--- src/rtl/proc_pkg.sv ---
// Shared processor definitions: memory geometry, the program loader state
// encoding and the instruction field bit positions used by the decoder.
// No ports; imported with import proc_pkg::*.
package proc_pkg;

   localparam int DEPTH = 64;  // instruction memory entries
   localparam int AW    = 6;   // clog2(DEPTH)
   localparam int DW    = 32;  // instruction word width, 4 bytes

   typedef enum logic [2:0] {
      ST_IDLE  = 3'd0,
      ST_LEN   = 3'd1,
      ST_DATA  = 3'd2,
      ST_WRITE = 3'd3,
      ST_CHECK = 3'd4,
      ST_DONE  = 3'd5,
      ST_ERROR = 3'd6
   } loader_state_t;

   // Instruction field positions; opaque to the loader.
   localparam int INSTR_TYPE_BIT = 0;
   localparam int RS_LSB         = 1;
   localparam int RS_MSB         = 6;
   localparam int RD_LSB         = 7;
   localparam int RD_MSB         = 12;
   localparam int FUNCT_LSB      = 13;
   localparam int FUNCT_MSB      = 16;
   localparam int R_RT_LSB       = 17;
   localparam int R_RT_MSB       = 22;
   localparam int R_IMM_LSB      = 23;
   localparam int R_IMM_MSB      = 31;
   localparam int I_IMM_LSB      = 17;
   localparam int I_IMM_MSB      = 31;

endpackage

--- src/rtl/byte_packer.sv ---
// Little-endian 4-byte word assembler.
// Ports:
//   i_clk, i_rst      clock, synchronous active-high reset
//   i_clear           restart assembly at byte 0 (new load)
//   i_valid, i_byte   accepted stream byte
//   o_word            assembled word; the first byte of a word ends in [7:0]
//   o_word_ready      high on the cycle the 4th byte of a word is accepted
module byte_packer
   import proc_pkg::*;
(
   input  logic          i_clk,
   input  logic          i_rst,
   input  logic          i_clear,
   input  logic          i_valid,
   input  logic [7:0]    i_byte,
   output logic [DW-1:0] o_word,
   output logic          o_word_ready
);

   logic [1:0]    r_idx;
   logic [DW-1:0] r_word;

   // Shift right so that after four bytes the oldest one sits in [7:0].
   always_ff @(posedge i_clk) begin
      if (i_rst || i_clear) begin
         r_idx  <= 2'd0;
         r_word <= '0;
      end else if (i_valid) begin
         r_idx  <= r_idx + 2'd1;
         r_word <= {i_byte, r_word[DW-1:8]};
      end
   end

   assign o_word       = r_word;
   assign o_word_ready = i_valid && (r_idx == 2'd3);

endmodule

--- src/rtl/imem_loader.sv ---
// Byte-stream program loader. Receives a frame (length N, 4*N little-endian
// data bytes, XOR checksum), writes each assembled word to the instruction
// memory at consecutive addresses and holds the CPU while loading.
// Ports:
//   clk, clkreset              clock, synchronous active-high reset
//   start                      begin a load (accepted in IDLE/DONE/ERROR)
//   byte_valid, byte_data      stream input; byte_ready gives back-pressure
//   imem_we/imem_addr/wdata    one-cycle write strobe with address and data
//   cpu_hold                   processor held in reset while high
//   done, err                  sticky load status
//   word_count                 words written in the current load
module imem_loader
   import proc_pkg::*;
(
   input  logic          clk,
   input  logic          clkreset,
   input  logic          start,
   input  logic          byte_valid,
   input  logic [7:0]    byte_data,
   output logic          byte_ready,
   output logic          imem_we,
   output logic [AW-1:0] imem_addr,
   output logic [DW-1:0] imem_wdata,
   output logic          cpu_hold,
   output logic          done,
   output logic          err,
   output logic [AW:0]   word_count
);

   loader_state_t r_state, w_state_nxt;

   logic [AW:0]   r_n;
   logic [AW:0]   r_word_count;
   logic [AW:0]   w_wc_inc;
   logic [7:0]    r_checksum;
   logic          r_cpu_hold;
   logic          r_done;
   logic          r_err;
   logic          w_xfer;
   logic          w_start_ok;
   logic          w_len_ok;
   logic          w_data_xfer;
   logic          w_word_ready;
   logic [DW-1:0] w_word;

   assign w_xfer      = byte_valid && byte_ready;
   assign w_start_ok  = start && (r_state inside {ST_IDLE, ST_DONE, ST_ERROR});
   assign w_len_ok    = (byte_data != 8'd0) && (byte_data <= 8'(DEPTH));
   assign w_data_xfer = w_xfer && (r_state == ST_DATA);
   assign w_wc_inc    = r_word_count + (AW+1)'(1);

   byte_packer u_packer (
      .i_clk        (clk),
      .i_rst        (clkreset),
      .i_clear      (w_start_ok),
      .i_valid      (w_data_xfer),
      .i_byte       (byte_data),
      .o_word       (w_word),
      .o_word_ready (w_word_ready)
   );

   // ---- state register ----
   always_ff @(posedge clk) begin
      if (clkreset) r_state <= ST_IDLE;
      else          r_state <= w_state_nxt;
   end

   // ---- next-state logic ----
   always_comb begin
      w_state_nxt = r_state;
      case (r_state)
         ST_IDLE, ST_DONE, ST_ERROR: if (start) w_state_nxt = ST_LEN;
         ST_LEN:   if (w_xfer) w_state_nxt = w_len_ok ? ST_DATA : ST_ERROR;
         ST_DATA:  if (w_word_ready) w_state_nxt = ST_WRITE;
         ST_WRITE: w_state_nxt = (w_wc_inc == r_n) ? ST_CHECK : ST_DATA;
         ST_CHECK: if (w_xfer) w_state_nxt = (byte_data == r_checksum) ? ST_DONE : ST_ERROR;
         default:  w_state_nxt = ST_IDLE;
      endcase
   end

   // ---- outputs ----
   always_comb begin
      byte_ready = (r_state == ST_LEN) || (r_state == ST_DATA) || (r_state == ST_CHECK);
      imem_we    = (r_state == ST_WRITE);
   end

   assign imem_addr  = r_word_count[AW-1:0];
   assign imem_wdata = w_word;
   assign cpu_hold   = r_cpu_hold;
   assign done       = r_done;
   assign err        = r_err;
   assign word_count = r_word_count;

   // ---- loader control registers ----
   always_ff @(posedge clk) begin
      if (clkreset) begin
         r_cpu_hold   <= 1'b0;
         r_done       <= 1'b0;
         r_err        <= 1'b0;
         r_word_count <= '0;
         r_checksum   <= 8'd0;
      end else begin
         // Release the CPU one cycle after DONE; a restart below overrides.
         if (r_state == ST_DONE) r_cpu_hold <= 1'b0;
         if (w_data_xfer) r_checksum <= r_checksum ^ byte_data;
         if (r_state == ST_WRITE) r_word_count <= w_wc_inc;
         if ((r_state == ST_LEN) && w_xfer && !w_len_ok) r_err <= 1'b1;
         if ((r_state == ST_CHECK) && w_xfer) begin
            if (byte_data == r_checksum) r_done <= 1'b1;
            else                         r_err  <= 1'b1;
         end
         if (w_start_ok) begin
            r_cpu_hold   <= 1'b1;
            r_done       <= 1'b0;
            r_err        <= 1'b0;
            r_word_count <= '0;
            r_checksum   <= 8'd0;
         end
      end
   end

   // Length is only meaningful once LEN has accepted a legal value.
   always_ff @(posedge clk) begin
      if ((r_state == ST_LEN) && w_xfer && w_len_ok) r_n <= byte_data[AW:0];
   end

endmodule

--- config.mk ---
export PLATFORM = sky130hd
export DESIGN_NAME = imem_loader
export DESIGN_NICKNAME = d
export VERILOG_FILES = /design/src/rtl/proc_pkg.sv /design/src/rtl/byte_packer.sv /design/src/rtl/imem_loader.sv
export SDC_FILE = /design/constraint.sdc
export NUM_CORES = 1
export LEC_CHECK = 0
export BUFFER_PORTS_ARGS = -buffer_cell sky130_fd_sc_hd__buf_2
export CAP_MARGIN = 5
export CORE_ASPECT_RATIO = 1.4
export CORE_UTILIZATION = 48
export CTS_CLUSTER_SIZE = 20
export DETAILED_ROUTE_END_ITERATION = 8
export HOLD_SLACK_MARGIN = 0.1
export PLACE_DENSITY = 0.75
export SYNTH_ARGS = -nofsm -noshare
export SYNTH_HDL_FRONTEND = slang
export SYNTH_SLANG_ARGS = --single-unit
--- constraint.sdc ---
create_clock -name clk -period 2.04 [get_ports clk]
set_clock_uncertainty 0.2 [all_clocks]
set_input_delay 0.102 -clock clk [delete_from_list [all_inputs] [get_ports clk]]
set_output_delay 0.102 -clock clk [all_outputs]
set_load 0.1 [all_outputs]
### Yosys cells after proc, flatten, opt, wreduce, memory -nomap -nowiden

Index checks and enable logic that the tools add are counted.

* logic and storage cells: 60
* register bits: 62
* output and inout port bits: 50

* bitwise operators: 1
* equality and inequality tests: 13
* add/subtract/negate cells: 2
* reductions and logical operators: 21
* magnitude comparators: 1
* muxes and demuxes: 13

Operators with widths (count)
* 3-bit 2-to-1 mux: 6
* 3-bit case mux with 5 select lines: 1
* 3-bit equality test (second input constant): 3
* 1-bit logical AND: 9
* 8-bit equality test: 1
* 8-bit by 7-bit <= comparator with 1-bit output (second input constant): 1
* 8-bit nonzero test: 1
* 8-bit XOR: 1
* 7-bit by 1-bit adder with 7-bit output (second input constant): 1
* 7-bit equality test: 1
* 3-bit by 2-bit equality test with 1-bit output (second input constant): 2
* 2-bit inequality test (second input constant): 3
* 1-bit 2-to-1 mux: 5
* 4-bit AND reduction: 1
* 3-bit by 1-bit equality test with 1-bit output (second input constant): 1
* 3-bit zero test: 1
* 1-bit logical OR: 3
* 3-bit nonzero test: 1
* 3-bit OR reduction: 1
* 2-bit by 1-bit adder with 2-bit output (second input constant): 1
* 2-bit equality test (second input constant): 1
* 2-bit 2-to-1 mux: 1
* 2-bit by 1-bit inequality test with 1-bit output (second input constant): 1
* 2-bit AND reduction: 1
* other kinds (3): 3

### Logic depth before layout (Yosys ltp)

* word-level depth: 9
* mapped depth: 8
* depth with buffers taken out: 6

### By module

From an unflattened synthesis, not the netlist that was laid out.

* cells, all modules: 292
* area, all modules: 2835.2 µm²

By module, submodules not included
* imem_loader: times used 1, cells each 179, area each 1559.0 µm²
* byte_packer: times used 1, cells each 113, area each 1276.2 µm²

### Least setup slack after synthesis

No wires, ideal clock.

* path kind: register -> register
* start: register r_word_count[0] (netlist: word_count[0])
* end: register r_state[2]
* data arrival time: 2625 ps
* stages on the path, launching flop included: 7
* setup time: 59 ps
* setup slack: -844 ps
* path buffers: 0
* path through: dfxtp_1 ha_1 or4bb_2 o2111ai_1 o2111ai_1 a211oi_2 o31a_1

* word-level cells in the longest chain between the ends: 4

RTL lines
* start: declaration: RTL line imem_loader.sv:33 `logic [AW:0] r_word_count;`
* start signal: assignment: RTL line imem_loader.sv:106 `if (r_state == ST_WRITE) r_word_count <= w_wc_inc;`
* 7-bit by 1-bit adder with 7-bit output: RTL line imem_loader.sv:50 `assign w_wc_inc = r_word_count + (AW+1)'(1);`
* 7-bit equality test: RTL line imem_loader.sv:75 `ST_WRITE: w_state_nxt = (w_wc_inc == r_n) ? ST_CHECK : ST_DATA;`
* 3-bit 2-to-1 mux: RTL line imem_loader.sv:75
* 3-bit case mux with 5 select lines: RTL line imem_loader.sv:71 `case (r_state)`
* end signal: assignment: RTL line imem_loader.sv:65 `else r_state <= w_state_nxt;`
* end: declaration: RTL line imem_loader.sv:30 `loader_state_t r_state, w_state_nxt;`

No other way between the ends.
A chain may end at the register's enable or synchronous reset.

### Worst setup path after layout

Ends and elaborated chain as after synthesis.

==> results_dict.tcl <==
set metrics [dict create \
    post-route-min-period_ps 1951 \
    fin_area_um2 3471 \
    initial_core_util_pct 51.14 \
    syn-cell-area_um2 2698 \
    maxSlewViolCount 0 \
    routedWlPerCell_um 13.26 \
    fin_crit_sh_pct 95.63 \
    syn_avg_cell_area_um2 8.537 \
    drc_errors 0 \
    clockRootBuffer "clkbuf_8" \
    drive_gt1_share_pct 26.60 \
    die_y_um 90.70 \
    ant_nets 0 \
    layout_common_cells "nand2_1 (77), buf_2 (59), dfxtp_1 (48)" \
    post_cts_buffers 0 \
    yosys_warnings 0 \
    overflow 0 \
    yosysUniqueCellTypes 42 \
    startpoint "word_count[0]" \
    synth_largest_area_cell "dfxtp_1" \
    synth_edf_count 7 \
    hpwl_mm 4.118 \
    clockBufferDepth 2 \
    route.vias.total 2365 \
    first_pass_iters 4 \
    arrival_ps 2030 \
    fin_cells 457 \
    antennaDiodeCount 0 \
    antenna_found_initial 0 \
    syn_inst 316 \
    pre_cts_slack_ps 49.88 \
    async_flop_share_pct 0 \
    seq_area_frac_synth_pct 48.61 \
    critPathKind "reg -> reg" \
    r2r_slack_ps 90 \
    die_w_um 65.36 \
    vias_per_cell 5.175 \
    gp_congestion 0.8187 \
    rows 31 \
    synth_area_leaders "dfxtp_1 (41%), nand2_1 (11%), edfxtp_1 (7.8%)" \
    cp-start-kind "flop" \
    grt_pass1_wl_mm 10.13 \
    hold_viol_final 0 \
    timing.hold.ws_ps 251.4 \
    numCtsBuffers 9 \
    dieArea_um2 5928 \
    yosys.area.top_type_share_pct 40.82 \
    max_freq_mhz 512.6 \
    vdd_drop_max_v 0.001014 \
    cp_max_fo 6 \
    post_dp_cell_area_um2 3133 \
    r2r-start "word_count[0]" \
    p_leak_nw 1.383 \
    final_nets 400 \
    grt_start_max_net_pins 44 \
    grt_use_total_pct 22.09 \
    io_pins 62 \
    path_clk_slew_ps 70 \
    hold_path.class "reg -> reg" \
    layout_setup_ws_ps 89.21 \
    syn_nets 330 \
    crit_path_end_kind "flop" \
    placed_cells 430 \
    portBuffers 61 \
    worst_pin_slew_ps 495.6 \
    cts_tree "yes" \
    area_growth_pct 28.66 \
    r2r-end "r_state[2]" \
    relSlewSlack_pct 67.19 \
    powerDensity_nw_per_um2 1224 \
    maxCapViolCount 0 \
    grt_pass1_vias 2287 \
    clock_latency_ps 330 \
    drt-initial-drc-count 151 \
    htree_levels 3 \
    synth_ff_type "dfxtp_1" \
    rsz0062_at_grt "yes" \
    cp-endpoint "r_state[2]" \
    setup_violations 0 \
    fin_util_pct 65.80 \
    cp.required_ps 2120 \
    clkSinkCount 62 \
    detail_route.wirelength_mm 6.060 \
    layout_commonest_cell "nand2_1" \
    yosys_register_bits 62 \
    outcome "complete, no violations" \
    core_um2 5275 \
    r2r_cells 6 \
]
==> Yosys cell counts, types with 5 or more instances <==
| library cell | instances |
|---|---|
| o21ai_0 | 5 |
| nor2_1 | 29 |
| dfxtp_1 | 55 |
| nand2_1 | 77 |
| inv_1 | 5 |
| xnor2_1 | 17 |
| edfxtp_1 | 7 |
| clkbuf_1 | 12 |
| nand3_1 | 5 |
| xor2_1 | 15 |
| buf_4 | 6 |
| a21oi_1 | 35 |
==> how the worst min path moves through the flow <==
stage | from | end | slack (ps) | depth (start not counted)
after detailed placement | byte_data[1] | r_n[1] | 140 | 1
after CTS | u_packer.o_word[4] | u_packer.o_word[4] | 250 | 2
after floorplan | clkreset | cpu_hold | -30 | 1
after global routing | u_packer.o_word[2] | u_packer.o_word[2] | 280 | 2
final | u_packer.o_word[4] | u_packer.o_word[4] | 250 | 2
after global placement | byte_data[1] | r_n[1] | 140 | 1
==> repair_timing <==
item | in CTS | in global routing
pin swaps | 0 | 2
hold buffers | 11 | 0
endpoints found under the hold margin | 36 | 0
setup endpoints to repair | 1 | 9
resized for setup | 1 | 4
==> worst max-delay path, stage by stage (launching register included) <==
cell,delay [ps]
dfxtp_4,390
ha_4,170
or4bb_4,530
o2111ai_1,130
o2111ai_2,170
a211oi_2,170
o31a_1,140
==> stage by stage <==
stage,setup TNS (ps),power (mW)
6_report,0,4.249
5_1_grt,-56.66,4.446
4_1_cts,0,4.255
3_5_place_dp,0,3.093
3_3_place_gp,0,3.072
2_1_floorplan,-77.34,2.718
==> kinds of logic after synthesis <==
group | after synthesis | synth area share (%)
adder cells (fa/ha/maj) | 2 | 0.9275
XOR/XNOR | 32 | 10.39
multiplexers | 2 | 0.8348
AND/OR/NAND/NOR | 133 | 21.43
flip-flops | 62 | 48.61
AO/OA/AOI/OAI | 58 | 13.13
buffers and inverters | 27 | 4.685
==> final cells by class <==
class / instances / area (um^2)
Fill cell: 473 / 1804
Sequential cell: 62 / 1333
Tap cell: 66 / 82.58
Timing Repair Buffer: 81 / 525.5
Multi-Input combinational cell: 227 / 1296
Inverter: 5 / 22.52
Clock inverter: 2 / 37.54
Clock buffer: 14 / 173.9
==> per-layer routing <==
metal	wire [um]	global-route usage (%)	vias to the layer above	part of all wire [%]
li1	-	-	1186	-
met1	2558	24.96	1107	42
met2	3148	37.63	62	52
met3	253	5.682	10	4.2
met4	100	10.51	0	1.7
met5	0	0	-	0
==> power by group <==
| group | switching (mW) | internal, mW |
|---|---|---|
| sequential | 0.128 | 1.35 |
| combinational | 1.16 | 0.472 |
| clock | 0.469 | 0.674 |
==> sequential cells by signal, indices dropped and copies added, names as in the netlist <==
name             cells
r_n                  7
u_packer.o_word     32
r_state              3
cpu_hold             1
word_count           7
err                  1
done                 1
u_packer.r_idx       2
r_checksum           8
No activity file was read; power rests on OpenSTA's default activity.
